===== config.mk =====
export PLATFORM = sky130hd
export DESIGN_NAME = btn_debounce
export DESIGN_NICKNAME = d
export VERILOG_FILES = /design/src/rtl/debounce_pkg.sv /design/src/rtl/sync_2ff.sv /design/src/rtl/btn_debounce.sv
export SDC_FILE = /design/constraint.sdc
export NUM_CORES = 1
export LEC_CHECK = 0
export ABC_AREA = 1
export CORE_AREA = 2 2 39 41
export CTS_BUF_LIST = sky130_fd_sc_hd__clkbuf_16
export DETAILED_ROUTE_END_ITERATION = 12
export DIE_AREA = 0 0 41 43
export PLACE_DENSITY = 0.59
export SLEW_MARGIN = 20
export SYNTH_ARGS = -nofsm -noshare
export SYNTH_HDL_FRONTEND = slang
export SYNTH_HIERARCHICAL = 1
export SYNTH_SLANG_ARGS = --single-unit

===== constraint.sdc =====
create_clock -name clk -period 1.42 [get_ports clk]
set_input_delay 0.355 -clock clk [delete_from_list [all_inputs] [get_ports clk]]
set_output_delay 0.355 -clock clk [all_outputs]
set_load 0.01 [all_outputs]

===== src/rtl/debounce_pkg.sv =====
// debounce_pkg
// Shared definitions for the button debouncer and anything downstream that
// needs to decode its state (other FSMs, benches).
//   deb_state_e   : 2-bit debouncer state encoding
//   stable_state(): settled state that corresponds to a given debounced level
package debounce_pkg;

  typedef enum logic [1:0] {
    STABLE_LO = 2'd0,
    WAIT_HI   = 2'd1,
    STABLE_HI = 2'd2,
    WAIT_LO   = 2'd3
  } deb_state_e;

  // Used for the reset state and for recovering from an unexpected encoding.
  function automatic deb_state_e stable_state(input logic level);
    return level ? STABLE_HI : STABLE_LO;
  endfunction

endpackage


===== src/rtl/sync_2ff.sv =====
// sync_2ff
// Two-flop synchronizer for a single asynchronous input bit.
// Ports:
//   clk   : sampling clock
//   rst_n : asynchronous active-low reset, both flops load RESET_VAL
//   d     : asynchronous input
//   q     : synchronized output, two clk edges behind d
module sync_2ff #(
  parameter logic RESET_VAL = 1'b0
) (
  input  logic clk,
  input  logic rst_n,
  input  logic d,
  output logic q
);

  logic stage1_q;
  logic stage2_q;

  // The first stage may go metastable; the second gives it a full cycle to
  // settle before anything downstream looks at it.
  always_ff @(posedge clk or negedge rst_n) begin
    if (!rst_n) begin
      stage1_q <= RESET_VAL;
      stage2_q <= RESET_VAL;
    end else begin
      stage1_q <= d;
      stage2_q <= stage1_q;
    end
  end

  assign q = stage2_q;

endmodule


===== src/rtl/btn_debounce.sv =====
// btn_debounce
// Debounces a raw button/contact input. The input is synchronized every
// cycle, then a four-state FSM with a saturating-free counter accepts a level
// change only after DEBOUNCE consecutive enabled cycles of the new value.
// Ports:
//   clk       : single clock, all state on the rising edge
//   rst_n     : asynchronous active-low reset
//   en        : sample enable; FSM and counter advance only when high
//   btn_in    : raw asynchronous button input
//   btn_level : debounced level (registered)
//   btn_rise  : one-clk pulse on an accepted 0->1 change (registered)
//   btn_fall  : one-clk pulse on an accepted 1->0 change (registered)
// Parameters:
//   DEBOUNCE   : stable enabled cycles needed to accept a change (2..65535)
//   INIT_LEVEL : debounced level after reset
module btn_debounce
  import debounce_pkg::*;
#(
  parameter int unsigned DEBOUNCE   = 4,
  parameter logic        INIT_LEVEL = 1'b0
) (
  input  logic clk,
  input  logic rst_n,
  input  logic en,
  input  logic btn_in,
  output logic btn_level,
  output logic btn_rise,
  output logic btn_fall
);

  localparam int unsigned CW = $clog2(DEBOUNCE);
  localparam logic [CW-1:0] CNT_MAX = CW'(DEBOUNCE - 1);
  localparam logic [CW-1:0] CNT_ONE = CW'(1);

  logic       sync_q;
  deb_state_e state_q, state_d;
  logic [CW-1:0] cnt_q, cnt_d;
  logic       level_q, level_d;
  logic       rise_q, rise_d;
  logic       fall_q, fall_d;

  sync_2ff #(
    .RESET_VAL(INIT_LEVEL)
  ) u_sync (
    .clk  (clk),
    .rst_n(rst_n),
    .d    (btn_in),
    .q    (sync_q)
  );

  always_ff @(posedge clk or negedge rst_n) begin
    if (!rst_n) begin
      state_q <= stable_state(INIT_LEVEL);
      cnt_q   <= '0;
      level_q <= INIT_LEVEL;
      rise_q  <= 1'b0;
      fall_q  <= 1'b0;
    end else begin
      state_q <= state_d;
      cnt_q   <= cnt_d;
      level_q <= level_d;
      rise_q  <= rise_d;
      fall_q  <= fall_d;
    end
  end

  // Pulses default low every cycle, so they last exactly one clk no matter
  // how long en stays high. The counter stops at CNT_MAX because reaching it
  // always leaves the WAIT state, so it can never wrap.
  always_comb begin
    state_d = state_q;
    cnt_d   = cnt_q;
    level_d = level_q;
    rise_d  = 1'b0;
    fall_d  = 1'b0;

    case (state_q)
      STABLE_LO: begin
        if (en && sync_q) begin
          state_d = WAIT_HI;
          cnt_d   = '0;
        end
      end

      WAIT_HI: begin
        if (en) begin
          if (!sync_q) begin
            state_d = STABLE_LO;
            cnt_d   = '0;
          end else if (cnt_q == CNT_MAX) begin
            state_d = STABLE_HI;
            cnt_d   = '0;
            level_d = 1'b1;
            rise_d  = 1'b1;
          end else begin
            cnt_d = cnt_q + CNT_ONE;
          end
        end
      end

      STABLE_HI: begin
        if (en && !sync_q) begin
          state_d = WAIT_LO;
          cnt_d   = '0;
        end
      end

      WAIT_LO: begin
        if (en) begin
          if (sync_q) begin
            state_d = STABLE_HI;
            cnt_d   = '0;
          end else if (cnt_q == CNT_MAX) begin
            state_d = STABLE_LO;
            cnt_d   = '0;
            level_d = 1'b0;
            fall_d  = 1'b1;
          end else begin
            cnt_d = cnt_q + CNT_ONE;
          end
        end
      end

      // Unexpected encoding: fall back to the settled state matching the
      // current level, independent of en, without pulsing.
      default: begin
        state_d = stable_state(level_q);
        cnt_d   = '0;
      end
    endcase
  end

  assign btn_level = level_q;
  assign btn_rise  = rise_q;
  assign btn_fall  = fall_q;

endmodule

# After elaboration in Yosys (flattened, before gate mapping)
# Index checks and enable logic that the tools add are counted.
# classes
add_sub_neg	1
n_eq_ne	14
muxes	31
n_reduce_logical	8
# op_table
operator	n
2-bit 2-to-1 mux	15
2-bit case mux with 4 select lines	2
2-bit inequality test, second input constant	7
1-bit 2-to-1 mux	13
7-bit AND reduction	1
2-bit == test, second input constant	3
6-bit AND reduction	1
4-bit AND reduction	1
3-bit by 2-bit inequality test with 1-bit output, second input constant	1
3-bit inequality test, second input constant	1
2-bit by 1-bit adder with 2-bit output, second input constant	1
2-bit by 1-bit == test with 1-bit output, second input constant	1
1-bit logical AND	2
2-bit logical NOT	1
2-bit by 1-bit inequality test with 1-bit output, second input constant	1
1-bit case mux with 2 select lines	1
2-bit nonzero test	1
1-bit logical NOT	1
# word_totals
register_bits	9
inputBits	4
output_inout_bits	3
wordCells	61

# Depth between registers and ports, before layout
# depth
word_depth	5
ltp_mapped	9
ltp_nobuf	9

# Cells and area by module
# Netlist, hierarchy kept.
# by_module_without_submodules
mod	instances	cells_each	area_each_um2	seq_area_each_um2
btn_debounce	1	43	350.3	175.2
sync_2ff	1	2	50.0	50.0

# Worst setup path after synthesis
# No wires, ideal clock.
# synth_path
kind	reg-to-reg
startpoint	register cnt_q[0]
endpoint	register level_q (netlist: btn_level)
setup_ns	0.130
t_arrival_ns	0.871
required_ns	1.290
slack_ns	0.419
stages_incl_launch_ff	6
n_path_buf	0
synth_period_minus_slack_ns	1.001
cell_sequence	dfrtp_1 ha_1 inv_1 nor2_1 o211ai_1 a21oi_1
# synth_between
elab_chain_cells	3
elab_cells_between_ends	4
cone_classes	eq/ne (3); reduce/logical (1)
# synth_lines
element	line_no	source
from (decl)	btn_debounce.sv:37	logic [CW-1:0] cnt_q, cnt_d;
from (signal assigned)	btn_debounce.sv:60	cnt_q <= cnt_d;
2-bit == test *	btn_debounce.sv:90, btn_debounce.sv:113	
2-bit inequality test (no line)	-	
7-bit AND reduction (no line) *	-	
to (signal assigned)	btn_debounce.sv:61	level_q <= level_d;
to (decl)	btn_debounce.sv:38	logic level_q, level_d;
# Every way passes the cells marked *; elsewhere a longest branch is shown, timed or not.
# A chain may end at the register's enable or synchronous reset.

# Final worst setup path
# layout_path
startpoint	input en
endpoint	register level_q (netlist: btn_level)
# layout_between
elab_chain_cells	2
elab_cells_between_ends	3
cone_classes	eq/ne (2); reduce/logical (1)
# layout_lines
element	line_no	source
from (decl)	btn_debounce.sv:24	input logic en,
2-bit inequality test (no line)	-	
7-bit AND reduction (no line) *	-	
# Marked as above.

==> out/qor.txt <==
nets@finish -> 62
Seq pwr share -> 34.4%
clk slew on worst S/H paths -> 0.04 ns
die height -> 43 microns
vias in the first global route -> 318
Global Route Usage Sum -> 13.0%
min Tclk post-route -> 1.24 ns
crit end category -> flip-flop
synthesized cell area -> 400 sq um
Pint -> 0.762 mW
worst setup margin -> 0.176 ns
mean post-synth cell area -> 8.90 sq um
Hold Path Depth -> 0
switching share of power -> 28.9%
skew final -> 0.00266 ns
max_cap viols -> 0
Min-Delay Path Class -> flip-flop to flip-flop
Worst Hold Path EP -> u_sync/q
Static Leak -> 0.287 nW
CTS Sinks -> 9
Port Buffer Count -> 6
die area -> 0.00176 sq mm
pin count of the biggest net entering global routing -> 10
Combinational Power Share -> 19.5%
Worst-Margin Slew -> 0.410 ns
detailed-route DRC error count -> 0
die width -> 41 microns
leading area contributor after synthesis -> dfrtp_1
initial antenna violation count -> 0
Worst Path Arrival -> 1.35 ns
Routed Antenna Nets -> 0
total CTS buffers -> 3
CTS tree -> built
maximum VDD drop -> 0.00118 V
initial core utilization -> 28.9%
Synth Register Bits -> 9
Fmax -> 804 MHz
DP HPWL -> 589 microns
# fillers -> 141
row count -> 14
Vias/cell -> 4.58
Slew Viols, Final -> 0
1st-iter DRT viols -> 5
Syn Inst Count -> 45
setup TNS -> 0 ns
CP required -> 1.53 ns
Root Driver -> clkbuf_16
R2R cell count -> 4
Final Power -> 1.07 mW
top cells by area, synth -> dfrtp_1 56%, nand2_1 13%, nand2_2 4.7%
P_sw -> 0.310 mW
sequential area share after synthesis -> 56.3%
Multi-input gate area -> 153 sq um
period utilization -> 87.6%
fraction of layout cells with a size suffix above 1 -> 19.6%
warnings from Yosys -> 6
Crit Path Max Fanout -> 6
most common cell after layout, fill and taps aside -> nand2_1
Hold Vio Cnt, Final -> 0
CP Class -> primary input to flip-flop
total grt overflow -> 0
Seq. cell area -> 225 sq um
H-tree levels -> 1
pwr/cell area -> 1900 mW/mm^2
Antenna Cells -> 0
CP startpoint kind -> primary input
drt wl/cell -> 10.8 microns
synthesized net count -> 50
Final GP Congestion -> 0.776
Clock Power Share -> 46.2%
first-pass GRT wire length -> 1.39 mm
core area -> 0.00138 sq mm
Hold Crit Start -> u_sync/stage1_q
worst r2r src -> cnt_q[0]
Yosys cell types -> 14
Synth top area share -> 56.3%
Worst slew margin -> 72.6%
Place WS -> -0.0690 ns
status -> complete, no violations
most frequent cells in the layout -> 14 x nand2_1, 9 x dfrtp_1, 4 x inv_1
RR Endpoint -> btn_level
Syn-to-layout area delta -> 40.9%
via count -> 330
clk buf depth -> 2
I/O Pins -> 7
r2r setup slk -> 0.30 ns
Initial DRT Pass Iterations -> 3
post_cts resized -> 3
routed wire length -> 777 microns
worst-skew pair later-pin latency -> 0.23 ns
# hold bufs at CTS -> 0
Final Setup Violations -> 0
postcts setup bufs -> 0
unrepaired setup endpoints after global routing -> no
fin util -> 40.8%
==> worst max-delay path, stage by stage <==
cell and delay (ns):
clkdlybuf4s50_1 0.59, nand3_1 0.10, nor3_1 0.23, a21oi_1 0.07
==> Yosys cell counts <==
| library cell | count |
|---|---|
| nor2_2 | 1 |
| a21oi_1 | 2 |
| nand2_2 | 3 |
| nand2_1 | 14 |
| dfrtp_1 | 9 |
| o21ai_1 | 1 |
| nand3_1 | 3 |
| nor2_1 | 1 |
| nor3_1 | 1 |
| inv_2 | 2 |
| o211ai_1 | 2 |
| inv_1 | 4 |
| o2111ai_1 | 1 |
| ha_1 | 1 |
==> how the worst max path moves through the flow <==
stage                   start         to  slack [ns]
detailed placement         en  btn_level       -0.07
global route               en  btn_level        0.08
floorplan            cnt_q[0]  btn_level        0.42
CTS                 btn_level  btn_level        0.17
global placement           en  btn_level        0.02
finish                     en  btn_level        0.18
==> stage by stage <==
stage	cell area (sq um)	instances	hold WS, ns
6_report	564	72	0.354
3_5_place_dp	488	68	0.338
3_3_place_gp	488	68	0.334
5_1_grt	564	72	0.373
4_1_cts	564	72	0.356
2_1_floorplan	400	45	0.0594
==> metal layers <==
metal	track usage, %	wire [microns]	up-vias
met5	0	0	-
met4	10.0	23	0
met3	6.28	33	2
met2	18.4	383	6
met1	14.0	337	157
li1	-	-	165
==> cell type report <==
type                            instances  area share, %
Timing Repair Buffer                    7           11.3
Sequential cell                         9           39.9
Multi-Input combinational cell         30           27.1
Clock buffer                            3           13.3
Inverter                                6           3.99
Clock inverter                          1          0.887
Tap cell                               16           3.55
==> power by group through the flow <==
| stage | Clock, mW | Sequential (mW) | Combinational (mW) |
|---|---|---|---|
| 6_report | 0.495 | 0.368 | 0.209 |
| 3_5_place_dp | 0 | 0.372 | 0.212 |
| 4_1_cts | 0.507 | 0.369 | 0.212 |
| 5_1_grt | 0.523 | 0.377 | 0.253 |
| 3_3_place_gp | 0 | 0.371 | 0.209 |
| 2_1_floorplan | 0 | 0.359 | 0.160 |
==> cell families (layout without fill, tap and decap cells) <==
group                      count (synthesis)  after routing  synth area share (%)
AOI/OAI and AO/OA                          6              6                  9.69
adders and majority gates                  1              1                  3.12
buffers and inverters                      6             17                  5.62
DFF                                        9              9                  56.3
and+or+nand+nor                           23             23                  25.3
Note: power is estimated with default switching activity, not from simulation.
